### config.mk
export PLATFORM = sky130hd
export DESIGN_NAME = mem_arbiter
export DESIGN_NICKNAME = d
export VERILOG_FILES = /design/src/rtl/mem_arbiter.sv
export SDC_FILE = /design/constraint.sdc
export NUM_CORES = 1
export LEC_CHECK = 0
export ABC_AREA = 1
export BUFFER_PORTS_ARGS = -buffer_cell sky130_fd_sc_hd__buf_2
export CORE_AREA = 2 2 200 202
export CTS_CLUSTER_SIZE = 30
export DETAILED_ROUTE_END_ITERATION = 8
export DIE_AREA = 0 0 202 204
export GPL_ROUTABILITY_DRIVEN = 0
export HOLD_SLACK_MARGIN = 0.05
export PLACE_DENSITY_LB_ADDON = 0.3
export SYNTH_ARGS = -nofsm -noshare
export SYNTH_HDL_FRONTEND = slang
export SYNTH_SLANG_ARGS = --single-unit
### constraint.sdc
create_clock -name i_clk -period 2.4 [get_ports i_clk]
set_input_delay 0.24 -clock i_clk [delete_from_list [all_inputs] [get_ports i_clk]]
set_output_delay 0.24 -clock i_clk [all_outputs]
set_load 0.05 [all_outputs]
### src/rtl/mem_arbiter.sv
// ---------------------------------------------------------------------------
// mem_arbiter
//
// This block lets the instruction-fetch path and the load/store path share
// one downstream memory port. It handles one transaction at a time. Each
// requester uses a valid/ready handshake, and each response is registered.
//
// Arbitration:
//   - Default build: fixed priority, with the data port winning over fetch.
//   - With MEM_ARB_RR_EN defined: round-robin. When both requesters are
//     valid, the grant goes to the one that was not granted last.
//
// Ports:
//   i_clk, i_rst           clock, synchronous active-high reset
//   i_if_req_valid         fetch request
//   o_if_req_ready         fetch request accepted this cycle
//   i_if_addr              fetch address (4-byte aligned)
//   o_if_resp_valid        fetch data valid (one-cycle pulse)
//   o_if_rdata             32-bit instruction selected by latched addr[2]
//   i_mem_req_valid        data request
//   o_mem_req_ready        data request accepted this cycle
//   i_mem_addr             data address
//   i_mem_wr_ena           1 = write, 0 = read
//   i_mem_wr_data          write data
//   i_mem_byte_enable      write byte lanes
//   o_mem_resp_valid       read data / write ack (one-cycle pulse)
//   o_mem_rdata            read data, 0 for writes
//   o_bus_req_valid        downstream request
//   i_bus_req_ready        downstream accepts
//   o_bus_addr             latched address
//   o_bus_wr_ena           latched write flag (0 for fetch)
//   o_bus_wr_data          latched write data (0 for fetch)
//   o_bus_byte_enable      latched byte lanes (0 for fetch)
//   i_bus_resp_valid       downstream response
//   i_bus_rdata            downstream read data
// ---------------------------------------------------------------------------
module mem_arbiter #(
  parameter int ADDR_W = 64,
  parameter int DATA_W = 64
) (
  input  logic              i_clk,
  input  logic              i_rst,
  input  logic              i_if_req_valid,
  output logic              o_if_req_ready,
  input  logic [ADDR_W-1:0] i_if_addr,
  output logic              o_if_resp_valid,
  output logic [31:0]       o_if_rdata,
  input  logic              i_mem_req_valid,
  output logic              o_mem_req_ready,
  input  logic [ADDR_W-1:0] i_mem_addr,
  input  logic              i_mem_wr_ena,
  input  logic [DATA_W-1:0] i_mem_wr_data,
  input  logic [7:0]        i_mem_byte_enable,
  output logic              o_mem_resp_valid,
  output logic [DATA_W-1:0] o_mem_rdata,
  output logic              o_bus_req_valid,
  input  logic              i_bus_req_ready,
  output logic [ADDR_W-1:0] o_bus_addr,
  output logic              o_bus_wr_ena,
  output logic [DATA_W-1:0] o_bus_wr_data,
  output logic [7:0]        o_bus_byte_enable,
  input  logic              i_bus_resp_valid,
  input  logic [DATA_W-1:0] i_bus_rdata
);

  localparam logic [1:0] ST_IDLE  = 2'd0;
  localparam logic [1:0] ST_ISSUE = 2'd1;
  localparam logic [1:0] ST_WAIT  = 2'd2;

  localparam logic OWN_IF  = 1'b0;
  localparam logic OWN_MEM = 1'b1;

  logic [1:0]        r_state;
  logic [1:0]        w_state_next;
  logic              r_last_grant;
  logic              r_owner;
  logic              r_addr2;
  logic [ADDR_W-1:0] r_bus_addr;
  logic              r_bus_wr_ena;
  logic [DATA_W-1:0] r_bus_wr_data;
  logic [7:0]        r_bus_byte_enable;
  logic              r_if_resp_valid;
  logic [31:0]       r_if_rdata;
  logic              r_mem_resp_valid;
  logic [DATA_W-1:0] r_mem_rdata;
  logic              w_grant_if;
  logic              w_grant_mem;
  logic              w_resp_done;

  // Grant selection. A grant can only be given while the engine is idle.
  always_comb begin
    w_grant_if  = 1'b0;
    w_grant_mem = 1'b0;
    if (r_state == ST_IDLE) begin
`ifdef MEM_ARB_RR_EN
      // On a tie, the grant goes to whichever side did not win last time.
      if (i_mem_req_valid && i_if_req_valid) begin
        if (r_last_grant == OWN_IF) begin
          w_grant_mem = 1'b1;
        end else begin
          w_grant_if  = 1'b1;
        end
      end else begin
        w_grant_mem = i_mem_req_valid;
        w_grant_if  = i_if_req_valid;
      end
`else
      w_grant_mem = i_mem_req_valid;
      w_grant_if  = i_if_req_valid & ~i_mem_req_valid;
`endif
    end else begin
      w_grant_if  = 1'b0;
      w_grant_mem = 1'b0;
    end
  end

  // Next-state logic for the IDLE -> ISSUE -> WAIT transaction sequence.
  always_comb begin
    w_state_next = r_state;
    case (r_state)
      ST_IDLE: begin
        if (w_grant_mem || w_grant_if) begin
          w_state_next = ST_ISSUE;
        end else begin
          w_state_next = ST_IDLE;
        end
      end
      ST_ISSUE: begin
        if (i_bus_req_ready) begin
          w_state_next = ST_WAIT;
        end else begin
          w_state_next = ST_ISSUE;
        end
      end
      ST_WAIT: begin
        if (i_bus_resp_valid) begin
          w_state_next = ST_IDLE;
        end else begin
          w_state_next = ST_WAIT;
        end
      end
      default: begin
        w_state_next = ST_IDLE;
      end
    endcase
  end

  // A bus response only counts while waiting; in IDLE or ISSUE it is dropped.
  assign w_resp_done = (r_state == ST_WAIT) && i_bus_resp_valid;

  // State register.
  always_ff @(posedge i_clk) begin
    if (i_rst) begin
      r_state <= ST_IDLE;
    end else begin
      r_state <= w_state_next;
    end
  end

  // Request payload latch, owner ID and arbitration history, all captured on acceptance.
  always_ff @(posedge i_clk) begin
    if (i_rst) begin
      r_last_grant      <= OWN_IF;
      r_owner           <= OWN_IF;
      r_addr2           <= 1'b0;
      r_bus_addr        <= {ADDR_W{1'b0}};
      r_bus_wr_ena      <= 1'b0;
      r_bus_wr_data     <= {DATA_W{1'b0}};
      r_bus_byte_enable <= 8'h00;
    end else if (w_grant_mem) begin
      r_last_grant      <= OWN_MEM;
      r_owner           <= OWN_MEM;
      r_addr2           <= 1'b0;
      r_bus_addr        <= i_mem_addr;
      r_bus_wr_ena      <= i_mem_wr_ena;
      r_bus_wr_data     <= i_mem_wr_data;
      r_bus_byte_enable <= i_mem_byte_enable;
    end else if (w_grant_if) begin
      // A fetch is always a read, so the write payload is cleared.
      r_last_grant      <= OWN_IF;
      r_owner           <= OWN_IF;
      r_addr2           <= i_if_addr[2];
      r_bus_addr        <= i_if_addr;
      r_bus_wr_ena      <= 1'b0;
      r_bus_wr_data     <= {DATA_W{1'b0}};
      r_bus_byte_enable <= 8'h00;
    end else begin
      r_last_grant      <= r_last_grant;
      r_owner           <= r_owner;
      r_addr2           <= r_addr2;
      r_bus_addr        <= r_bus_addr;
      r_bus_wr_ena      <= r_bus_wr_ena;
      r_bus_wr_data     <= r_bus_wr_data;
      r_bus_byte_enable <= r_bus_byte_enable;
    end
  end

  // Response pulses and read-data capture. Only the owner's registers update.
  always_ff @(posedge i_clk) begin
    if (i_rst) begin
      r_if_resp_valid  <= 1'b0;
      r_if_rdata       <= 32'h0000_0000;
      r_mem_resp_valid <= 1'b0;
      r_mem_rdata      <= {DATA_W{1'b0}};
    end else begin
      r_if_resp_valid  <= w_resp_done && (r_owner == OWN_IF);
      r_mem_resp_valid <= w_resp_done && (r_owner == OWN_MEM);
      if (w_resp_done && (r_owner == OWN_IF)) begin
        r_if_rdata <= r_addr2 ? i_bus_rdata[63:32] : i_bus_rdata[31:0];
      end else begin
        r_if_rdata <= r_if_rdata;
      end
      // For a write, the ack carries zero data.
      if (w_resp_done && (r_owner == OWN_MEM)) begin
        r_mem_rdata <= r_bus_wr_ena ? {DATA_W{1'b0}} : i_bus_rdata;
      end else begin
        r_mem_rdata <= r_mem_rdata;
      end
    end
  end

  assign o_if_req_ready    = w_grant_if;
  assign o_mem_req_ready   = w_grant_mem;
  assign o_bus_req_valid   = (r_state == ST_ISSUE);
  assign o_bus_addr        = r_bus_addr;
  assign o_bus_wr_ena      = r_bus_wr_ena;
  assign o_bus_wr_data     = r_bus_wr_data;
  assign o_bus_byte_enable = r_bus_byte_enable;
  assign o_if_resp_valid   = r_if_resp_valid;
  assign o_if_rdata        = r_if_rdata;
  assign o_mem_resp_valid  = r_mem_resp_valid;
  assign o_mem_rdata       = r_mem_rdata;

endmodule

# [Yosys cells after proc, flatten, opt, wreduce, memory -nomap -nowiden]
# Index checks and enable logic that the tools add are counted.
[totals] ff_bits=239 elab_cells=40
[classes] n_eq_ne=2 mux=17 bitwise_logic=3 reduce_logical=7
[op_table] operator="2-to-1 mux 64 bit" count=5
[op_table] operator="2-to-1 mux 32 bit" count=1
[op_table] operator="2-to-1 mux 8 bit" count=2
[op_table] operator="2-to-1 mux 1 bit" count=6
[op_table] operator="case mux 2 bit (3 select lines)" count=1
[op_table] operator="2-to-1 mux 2 bit" count=2
[op_table] operator="logical AND 1 bit" count=3
[op_table] operator="== test 2 x 1 -> 1 bit, second input constant" count=1
[op_table] operator="== test 2 bit, second input constant" count=1
[op_table] operator="zero test 2 bit" count=1
[op_table] operator="NOT 1 bit" count=2
[op_table] operator="nonzero test 2 bit" count=1
[op_table] operator="OR reduction 2 bit" count=1
[op_table] operator="AND 1 bit" count=1
[op_table] operator="logical OR 1 bit" count=1

# [Logic depth before layout (Yosys ltp)]
# Gate-level depths: netlist of run 1.
[logic_depth] word_depth=6 mapped_depth=8 mapped_depth_nobuf=7

# [Worst setup path before layout of run 1]
# Ideal clock, no wire load.
[synth_path] path_type="register to register" startpoint="register r_state[0]" endpoint="register r_state[0]" setup_ns=0.070 t_arrival_ns=1.346 required_ns=2.330 slack_ns=0.984 stages_incl_launch_ff=5 n_path_buf=0 synth_period_minus_slack_ns=1.416 path_cell_list="dfxtp_1 inv_1 nor2_1 nand2_1 a21oi_1"
[synth_rtl] item="from (decl)" line="73" rtl="logic [1:0] r_state;"
[synth_rtl] item="from (signal assigned)" line="156" rtl="r_state <= w_state_next;"
[synth_rtl] item="== test 2 x 1 -> 1 bit"
[synth_rtl] item="via o_bus_req_valid" line="56" rtl="output logic o_bus_req_valid,"
[synth_rtl] item="case mux 2 bit (3 select lines)" line="120" rtl="case (r_state)"
# The timed path passes the listed nets, and every way through them passes these cells.
# A chain may end at the register's enable or synchronous reset.

# [Final worst setup path of run 1]
[layout_path] startpoint="register r_state[1]" endpoint="register r_bus_addr[20], in the netlist o_bus_addr[20]"
[layout_between] elab_chain_cells=3
[layout_rtl] item="zero test 2 bit (*)" line="94" rtl="if (r_state == ST_IDLE) begin"
[layout_rtl] item="2-to-1 mux 1 bit" line="94"
[layout_rtl] item="2-to-1 mux 64 bit or nonzero test 2 bit (tied branches)"
[layout_rtl] item="to (signal assigned)" line="166" rtl="r_bus_addr <= {ADDR_W{1'b0}};"
[layout_rtl] item="to (signal assigned)" line="174" rtl="r_bus_addr <= i_mem_addr;"
[layout_rtl] item="to (signal assigned)" line="183" rtl="r_bus_addr <= i_if_addr;"
[layout_rtl] item="to (decl)" line="78" rtl="logic [ADDR_W-1:0] r_bus_addr;"
# Mark *: on every way between the ends. The rest lies on a longest branch, timed or not.

==> flow_results.xml, run 1 <==
<?xml version="1.0" encoding="UTF-8"?>
<metrics>
  <group name="routing">
    <metric name="drc" unit="">0</metric>
    <metric name="detail-route-antenna-nets" unit="">0</metric>
    <metric name="detail_route.wl_per_cell" unit="um">15.0</metric>
    <metric name="drt_iter0_drc" unit="">644</metric>
    <metric name="drt_first_pass_iters" unit="">7</metric>
    <metric name="wirelength" unit="um">39600</metric>
    <metric name="vias_per_cell" unit="">4.47</metric>
    <metric name="via_count" unit="">11800</metric>
  </group>
  <group name="power">
    <metric name="internal_power" unit="uW">7820</metric>
    <metric name="pwr-share-seq" unit="%">37.8</metric>
    <metric name="power-per-cell-area" unit="mW/mm2">710</metric>
    <metric name="share_clk_of_total_power" unit="%">39.7</metric>
    <metric name="total_switching_power" unit="uW">3550</metric>
    <metric name="power.share.switching" unit="%">31.2</metric>
    <metric name="reported_leakage_power" unit="uW">0.00807</metric>
    <metric name="combPwrFrac" unit="%">22.5</metric>
    <metric name="ir_worst_vdd" unit="mV">0.476</metric>
  </group>
  <group name="placed_design">
    <metric name="placement.io_buffers" unit="">508</metric>
    <metric name="hpwl" unit="um">26300</metric>
    <metric name="dpl.cell_count" unit="">2373</metric>
    <metric name="place_ws" unit="ps">713</metric>
  </group>
  <group name="yosys">
    <metric name="post_synth_inst_count" unit="">1427</metric>
    <metric name="syn-cell-area" unit="mm2">0.00991</metric>
    <metric name="part_of_the_yosys_area_used_for_sequential_elements" unit="%">48.3</metric>
    <metric name="yosys_register_bits" unit="">239</metric>
    <metric name="synthesis.nets" unit="">1698</metric>
    <metric name="yosys_warns" unit="">0</metric>
    <metric name="synth.top_cells.by_area" unit="">dfxtp_1, nand2_1, nand3_1</metric>
    <metric name="synth.largest_area_cell" unit="">dfxtp_1</metric>
    <metric name="postSynthAreaPerCell" unit="um2">6.94</metric>
    <metric name="post_synth_top_area_share" unit="%">48.3</metric>
    <metric name="synthDistinctLibCells" unit="">18</metric>
  </group>
  <group name="clock_tree">
    <metric name="numCtsBuffers" unit="">29</metric>
    <metric name="clk_latency" unit="ps">560</metric>
    <metric name="cts-resized-gates" unit="">0</metric>
    <metric name="clock_tree_from_tritoncts" unit="">built</metric>
    <metric name="clk_pin_slew_worst_paths" unit="ps">60</metric>
    <metric name="cts.path.max_buffers" unit="">3</metric>
    <metric name="clk_root_buffer_cell" unit="">clkbuf_16</metric>
    <metric name="h-tree-depth" unit="">1</metric>
    <metric name="cts_num_sinks" unit="">239</metric>
  </group>
  <group name="floorplan">
    <metric name="floorplan.core_area" unit="mm2">0.0392</metric>
    <metric name="rows" unit="">73</metric>
    <metric name="die_width" unit="um">202</metric>
    <metric name="io_pins" unit="">509</metric>
    <metric name="die_h" unit="um">204</metric>
    <metric name="initial_core_util" unit="%">25.3</metric>
    <metric name="die_area" unit="mm2">0.0412</metric>
  </group>
  <group name="grt">
    <metric name="grt_pass1_vias" unit="">11600</metric>
    <metric name="grt.busiest_layer" unit="">met2</metric>
    <metric name="antenna_violations_before_repair" unit="">5</metric>
    <metric name="grt_max_degree" unit="">141</metric>
    <metric name="globalRoute.totalOverflow" unit="">0</metric>
    <metric name="grt_pass1_wl" unit="um">61600</metric>
    <metric name="globalRouteTotalUtil" unit="%">18.2</metric>
    <metric name="global_route.usage.met1" unit="%">22.1</metric>
    <metric name="globalRouteMet2Util" unit="%">31.6</metric>
    <metric name="gr-usage-met3" unit="%">3.46</metric>
  </group>
  <group name="sta">
    <metric name="final-max-slew-violation-count" unit="">0</metric>
    <metric name="timing.max_slew.rel_slack" unit="%">29.8</metric>
    <metric name="unrepaired_setup_endpoints_after_global_routing" unit="">false</metric>
    <metric name="timing.final.setup_violations" unit="">0</metric>
    <metric name="fin_ws" unit="ps">226</metric>
    <metric name="setup_total_negative_slack" unit="ps">0</metric>
    <metric name="fin_crit_sh" unit="%">90.6</metric>
    <metric name="worst_slew_pin_slew" unit="ps">1050</metric>
    <metric name="fmaxAchievable" unit="GHz">0.460</metric>
    <metric name="worst_clock_skew" unit="ps">13.6</metric>
    <metric name="finalCriticalPeriod" unit="ps">2170</metric>
    <metric name="timing_hold_violations_final" unit="">0</metric>
  </group>
  <group name="worst_setup_path">
    <metric name="worstSetupStartpointType" unit="">flop</metric>
    <metric name="crit_required" unit="ps">2800</metric>
    <metric name="worst-endpoint-arrival" unit="ps">2580</metric>
    <metric name="worst_setup_path_end_kind" unit="">flop</metric>
    <metric name="cp_max_fo" unit="">51</metric>
    <metric name="kind_of_critical_path" unit="">reg2reg</metric>
  </group>
  <group name="run">
    <metric name="cap_viol_max_count" unit="">0</metric>
  </group>
  <group name="finish">
    <metric name="final_net_count" unit="">2362</metric>
    <metric name="area.growth.synth_to_final" unit="%">61.7</metric>
    <metric name="stdcell_count" unit="">2640</metric>
    <metric name="final_layout_size_suffix_gt1_share" unit="%">27.6</metric>
    <metric name="num-fill-cells" unit="">4029</metric>
  </group>
  <group name="worst_hold_path">
    <metric name="hold_path_class" unit="">in2reg</metric>
  </group>
  <group name="run_status">
    <metric name="result_of_the_run" unit="">finished, final reports clean</metric>
  </group>
</metrics>
-- flip-flops by register name (all words and copies together), names as in the netlist --
register,flops
o_bus_wr_ena,1
o_mem_resp_valid,1
r_owner,1
r_state,2
r_addr2,1
o_bus_byte_enable,8
o_bus_wr_data,64
o_if_resp_valid,1
o_bus_addr,64
o_mem_rdata,64
o_if_rdata,32
-- metrics by stage --
stage                     power (uW)  utilization (%)  hold WS [ps]  cell area [um2]
final                          11400             40.9          80.3            16000
after global routing           11900             40.9          74.9            16000
after CTS                      11500             40.8          50.2            16000
after detailed placement        6640             32.9           452            12900
after global placement          6620             32.9           448            12900
after floorplan                 5900                -           383             9910
-- cell usage in the layout, fill, tap and decap left out --
master	n
a211oi_1	1
a21oi_1	138
buf_12	7
buf_2	507
buf_4	16
bufinv_16	3
clkbuf_1	8
clkbuf_16	29
clkbuf_8	8
clkinv_4	1
clkinvlp_4	1
dfxtp_1	238
dfxtp_2	1
diode_2	4
dlygate4sd3_1	212
inv_1	166
inv_2	4
inv_6	1
nand2_1	376
nand2_2	2
nand3_1	192
nand3b_1	1
nand4_1	3
nor2_1	66
nor2_4	1
o21ai_0	122
o21ai_1	6
o21ai_4	1
-- synth_stat cells --
cell type / count
a211oi_1: 1
a21oi_1: 138
buf_1: 7
buf_2: 50
buf_4: 1
clkbuf_1: 51
dfxtp_1: 239
inv_1: 166
inv_2: 4
nand2_1: 378
nand3_1: 192
nand3b_1: 1
nand4_1: 3
nor2_1: 66
nor2_2: 1
o21ai_0: 122
o21ai_1: 6
o21ai_2: 1
-- critical path, stage by stage (launching register included) --
cell,delay [ps]
dfxtp_1,370
nor2_4,240
buf_4,520
nand3_1,140
nand3_1,110
dlygate4sd3_1,550
a21oi_1,60
-- kinds of logic (layout without fill, tap and decap cells) --
| kind of cell | count (synthesis) | in the layout | share of synthesized area [%] |
|---|---|---|---|
| and+or+nand+nor | 641 | 641 | 26.9 |
| buffers and inverters | 279 | 963 | 11.2 |
| AOI/OAI and AO/OA | 268 | 268 | 13.6 |
| DFF | 239 | 239 | 48.3 |
| other | 0 | 4 | 0 |
-- final cells by class --
type                       instances  area [um2]  area share, %
tap                              525         657           4.10
sequential                       239        4790           29.9
clock inverter                     6         115          0.719
inverter                         170         638           3.98
clock buffer                      45         866           5.41
timing repair buffer             742        4920           30.7
antenna                            4        10.0         0.0625
multi-input combinational        909        4030           25.1
-- power by group through the flow --
stage | logic [uW] | registers, uW | clock network (uW)
5_1_grt | 2750 | 4330 | 4800
2_1_floorplan | 789 | 5120 | 0
3_5_place_dp | 2260 | 4390 | 0
4_1_cts | 2560 | 4300 | 4630
6_report | 2560 | 4310 | 4520
3_3_place_gp | 2240 | 4380 | 0
-- per-layer routing --
metal  wire (um)  vias to the layer above
met5          11                        -
met4        1500                        2
met3        2380                       95
met2       19100                      408
met1       16600                     5442
li1            -                     5845
-- final timing paths --
kind                      end             start  slack [ps]  cells after the start
max            o_bus_addr[20]        r_state[1]         230                      6
min             o_bus_addr[4]     i_mem_addr[4]          80                      5
max reg2reg    o_bus_addr[20]        r_state[1]         230                      6
min reg2reg  o_bus_wr_data[4]  o_bus_wr_data[4]         460                      2
-- timing repair --
action,4_1_cts,5_1_grt
hold endpoints to repair,208,0
hold buffers,212,0
buffers inserted,0,0
(Power assumes the default switching activity.)
==> run 2, diff against run 1 <==
==> constraint.sdc (replaced) <==
create_clock -name i_clk -period 2.2 [get_ports i_clk]
set_input_delay 0.22 -clock i_clk [delete_from_list [all_inputs] [get_ports i_clk]]
set_output_delay 0.22 -clock i_clk [all_outputs]
set_load 0.05 [all_outputs]
==> run 2 against run 1 <==
  * Sequential power rose by 9.0%
  * Cell area rose by 2.0%
  * Cell count rose by 1.1%
  * Largest cell class unchanged
  * Wire length rose by 2.5%
  * Clock power rose by 8.4%
  * Non-clock buffer count rose by 31
  * First-iteration DRC count fell by 0.16%
  * Largest power group unchanged
==> flow_results.xml, run 2 (synthesis results as in run 1) <==
<?xml version="1.0" encoding="UTF-8"?>
<metrics>
  <group name="floorplan">
    <metric name="floorplan.core_area" unit="mm2">0.0392</metric>
    <metric name="die_area" unit="mm2">0.0412</metric>
    <metric name="die_width" unit="um">202</metric>
    <metric name="die_h" unit="um">204</metric>
    <metric name="io_pins" unit="">509</metric>
    <metric name="rows" unit="">73</metric>
    <metric name="initial_core_util" unit="%">25.3</metric>
  </group>
  <group name="sta">
    <metric name="timing.final.setup_violations" unit="">0</metric>
    <metric name="fin_ws" unit="ps">203</metric>
    <metric name="fmaxAchievable" unit="GHz">0.501</metric>
    <metric name="timing.max_slew.rel_slack" unit="%">49.8</metric>
    <metric name="fin_crit_sh" unit="%">90.8</metric>
    <metric name="final-max-slew-violation-count" unit="">0</metric>
    <metric name="worst_slew_pin_slew" unit="ps">753</metric>
    <metric name="unrepaired_setup_endpoints_after_global_routing" unit="">false</metric>
    <metric name="timing_hold_violations_final" unit="">0</metric>
    <metric name="setup_total_negative_slack" unit="ps">0</metric>
    <metric name="worst_clock_skew" unit="ps">13.3</metric>
    <metric name="finalCriticalPeriod" unit="ps">2000</metric>
  </group>
  <group name="finish">
    <metric name="layout_commonest_cell" unit="">buf_2</metric>
    <metric name="final_layout_size_suffix_gt1_share" unit="%">27.4</metric>
    <metric name="stdcell_count" unit="">2670</metric>
    <metric name="final_net_count" unit="">2392</metric>
    <metric name="mostFrequentLayoutCells" unit="">buf_2, nand2_1, dlygate4sd3_1</metric>
    <metric name="num-fill-cells" unit="">3966</metric>
    <metric name="layout.cell_area.non_filler" unit="mm2">0.0163</metric>
    <metric name="area.growth.synth_to_final" unit="%">64.9</metric>
  </group>
  <group name="routing">
    <metric name="drt_first_pass_iters" unit="">5</metric>
    <metric name="detail_route.wl_per_cell" unit="um">15.2</metric>
    <metric name="via_count" unit="">12000</metric>
    <metric name="drc" unit="">0</metric>
    <metric name="vias_per_cell" unit="">4.48</metric>
    <metric name="wirelength" unit="um">40600</metric>
    <metric name="detail-route-antenna-nets" unit="">0</metric>
    <metric name="drt_iter0_drc" unit="">643</metric>
  </group>
  <group name="power">
    <metric name="reported_leakage_power" unit="uW">0.00823</metric>
    <metric name="power-per-cell-area" unit="mW/mm2">761</metric>
    <metric name="ir_worst_vdd" unit="mV">0.504</metric>
    <metric name="totalPowerFinal" unit="uW">12400</metric>
  </group>
  <group name="worst_setup_path">
    <metric name="worst_setup_path_end_kind" unit="">flop</metric>
    <metric name="worst_path_largest_cell_delay" unit="ps">560</metric>
    <metric name="cp_cell_sequence" unit="">nor2_4 -&gt; nand2_2 -&gt; clkbuf_8 -&gt; nand2_1 -&gt; nand3_1 -&gt; dlygate4sd3_1 -&gt; a21oi_1</metric>
    <metric name="worst-endpoint-arrival" unit="ps">2400</metric>
    <metric name="worstSetupStartpointType" unit="">flop</metric>
    <metric name="critPathSlowestCell" unit="">dlygate4sd3_1</metric>
    <metric name="worst-r2r-cell-count" unit="">7</metric>
    <metric name="crit_required" unit="ps">2600</metric>
    <metric name="kind_of_critical_path" unit="">reg2reg</metric>
    <metric name="cp_max_fo" unit="">65</metric>
  </group>
  <group name="clock_tree">
    <metric name="cts.path.max_buffers" unit="">3</metric>
    <metric name="h-tree-depth" unit="">1</metric>
    <metric name="clock_tree_from_tritoncts" unit="">built</metric>
    <metric name="cts_num_sinks" unit="">239</metric>
    <metric name="numCtsBuffers" unit="">28</metric>
    <metric name="clk_root_buffer_cell" unit="">clkbuf_16</metric>
    <metric name="cts_post_setup_buffers_inserted" unit="">0</metric>
    <metric name="clk_pin_slew_worst_paths" unit="ps">60</metric>
    <metric name="clk_latency" unit="ps">540</metric>
  </group>
  <group name="placed_design">
    <metric name="placement.io_buffers" unit="">508</metric>
    <metric name="dpl.cell_count" unit="">2373</metric>
    <metric name="placed_cell_area" unit="mm2">0.0129</metric>
    <metric name="place_ws" unit="ps">514</metric>
    <metric name="hpwl" unit="um">26300</metric>
  </group>
  <group name="grt">
    <metric name="grt_max_degree" unit="">141</metric>
    <metric name="globalRouteTotalUtil" unit="%">18.5</metric>
    <metric name="antenna_violations_before_repair" unit="">4</metric>
    <metric name="grt_pass1_vias" unit="">11800</metric>
    <metric name="grt_pass1_wl" unit="um">62200</metric>
    <metric name="globalRoute.totalOverflow" unit="">0</metric>
  </group>
  <group name="run">
    <metric name="cap_viol_max_count" unit="">0</metric>
  </group>
  <group name="run_status">
    <metric name="result_of_the_run" unit="">finished, final reports clean</metric>
  </group>
  <group name="worst_hold_path">
    <metric name="holdPathStages" unit="">5</metric>
    <metric name="hold_path_class" unit="">in2reg</metric>
  </group>
</metrics>
run 2: cell types whose count changed in the layout (fill, tap and decap cells not counted):
cell           before  now
clkbuf_1            8    4
inv_6               1    0
dlygate4sd3_1     212  243
buf_4              16   15
clkbuf_8            8    9
diode_2             4    2
clkinv_2            0    6
run 2: layer usage:
layer  up-vias  GRT usage (%)  share of wire, %  routed length, um
met4         4           9.14               4.8               1950
met3       129           3.49               6.2               2510
met1      5475           21.9                41              16600
met5         -              0             0.067                 27
met2       455           32.0                48              19500
li1       5902              -                 -                  -
run 2: path summary, 6_finish.rpt:
| kind | end | slack, ps | start |
|---|---|---|---|
| max | o_bus_addr[26] | 200 | r_state[1] |
| min | o_bus_addr[19] | 80 | i_mem_addr[19] |
| min reg2reg | o_bus_addr[48] | 460 | o_bus_addr[48] |
| max reg2reg | o_bus_addr[26] | 200 | r_state[1] |
run 2: repair_timing:
action,in CTS,in global routing
setup endpoints to repair,0,5
hold buffers,243,0
endpoints found under the hold margin,216,0
resized for setup,0,2
run 2: power by group:
| group | total (uW) | switching, uW | internal [uW] |
|---|---|---|---|
| combinational | 2830 | 1880 | 956 |
| sequential | 4700 | 128 | 4570 |
| clock | 4900 | 1880 | 3020 |
run 2: critical path, delay by kind of cell, from the launching register on:
family	cells	cell delay [ps]
and+or+nand+nor	4	370
DFF	1	430
AOI/OAI and AO/OA	1	60
buffers and inverters	2	980
run 2: per-stage QoR:
step / hold slack [ps] / util (%)
6_report: 77.6 / 41.7
5_1_grt: 89.5 / 41.7
4_1_cts: 50.3 / 41.7
3_5_place_dp: 454 / 32.9
3_3_place_gp: 449 / 32.9
2_1_floorplan: 363 / -
run 2: area by class of cell:
type	count	area [um2]	area share [%]
well taps	525	657	4.02
inverters	170	638	3.91
repair buffers	773	5240	32.1
clock buffers	41	851	5.21
multi-input cells	909	4030	24.6
flip-flops and latches	239	4790	29.3
diodes	2	5.00	0.0306
clock inverters	11	136	0.835
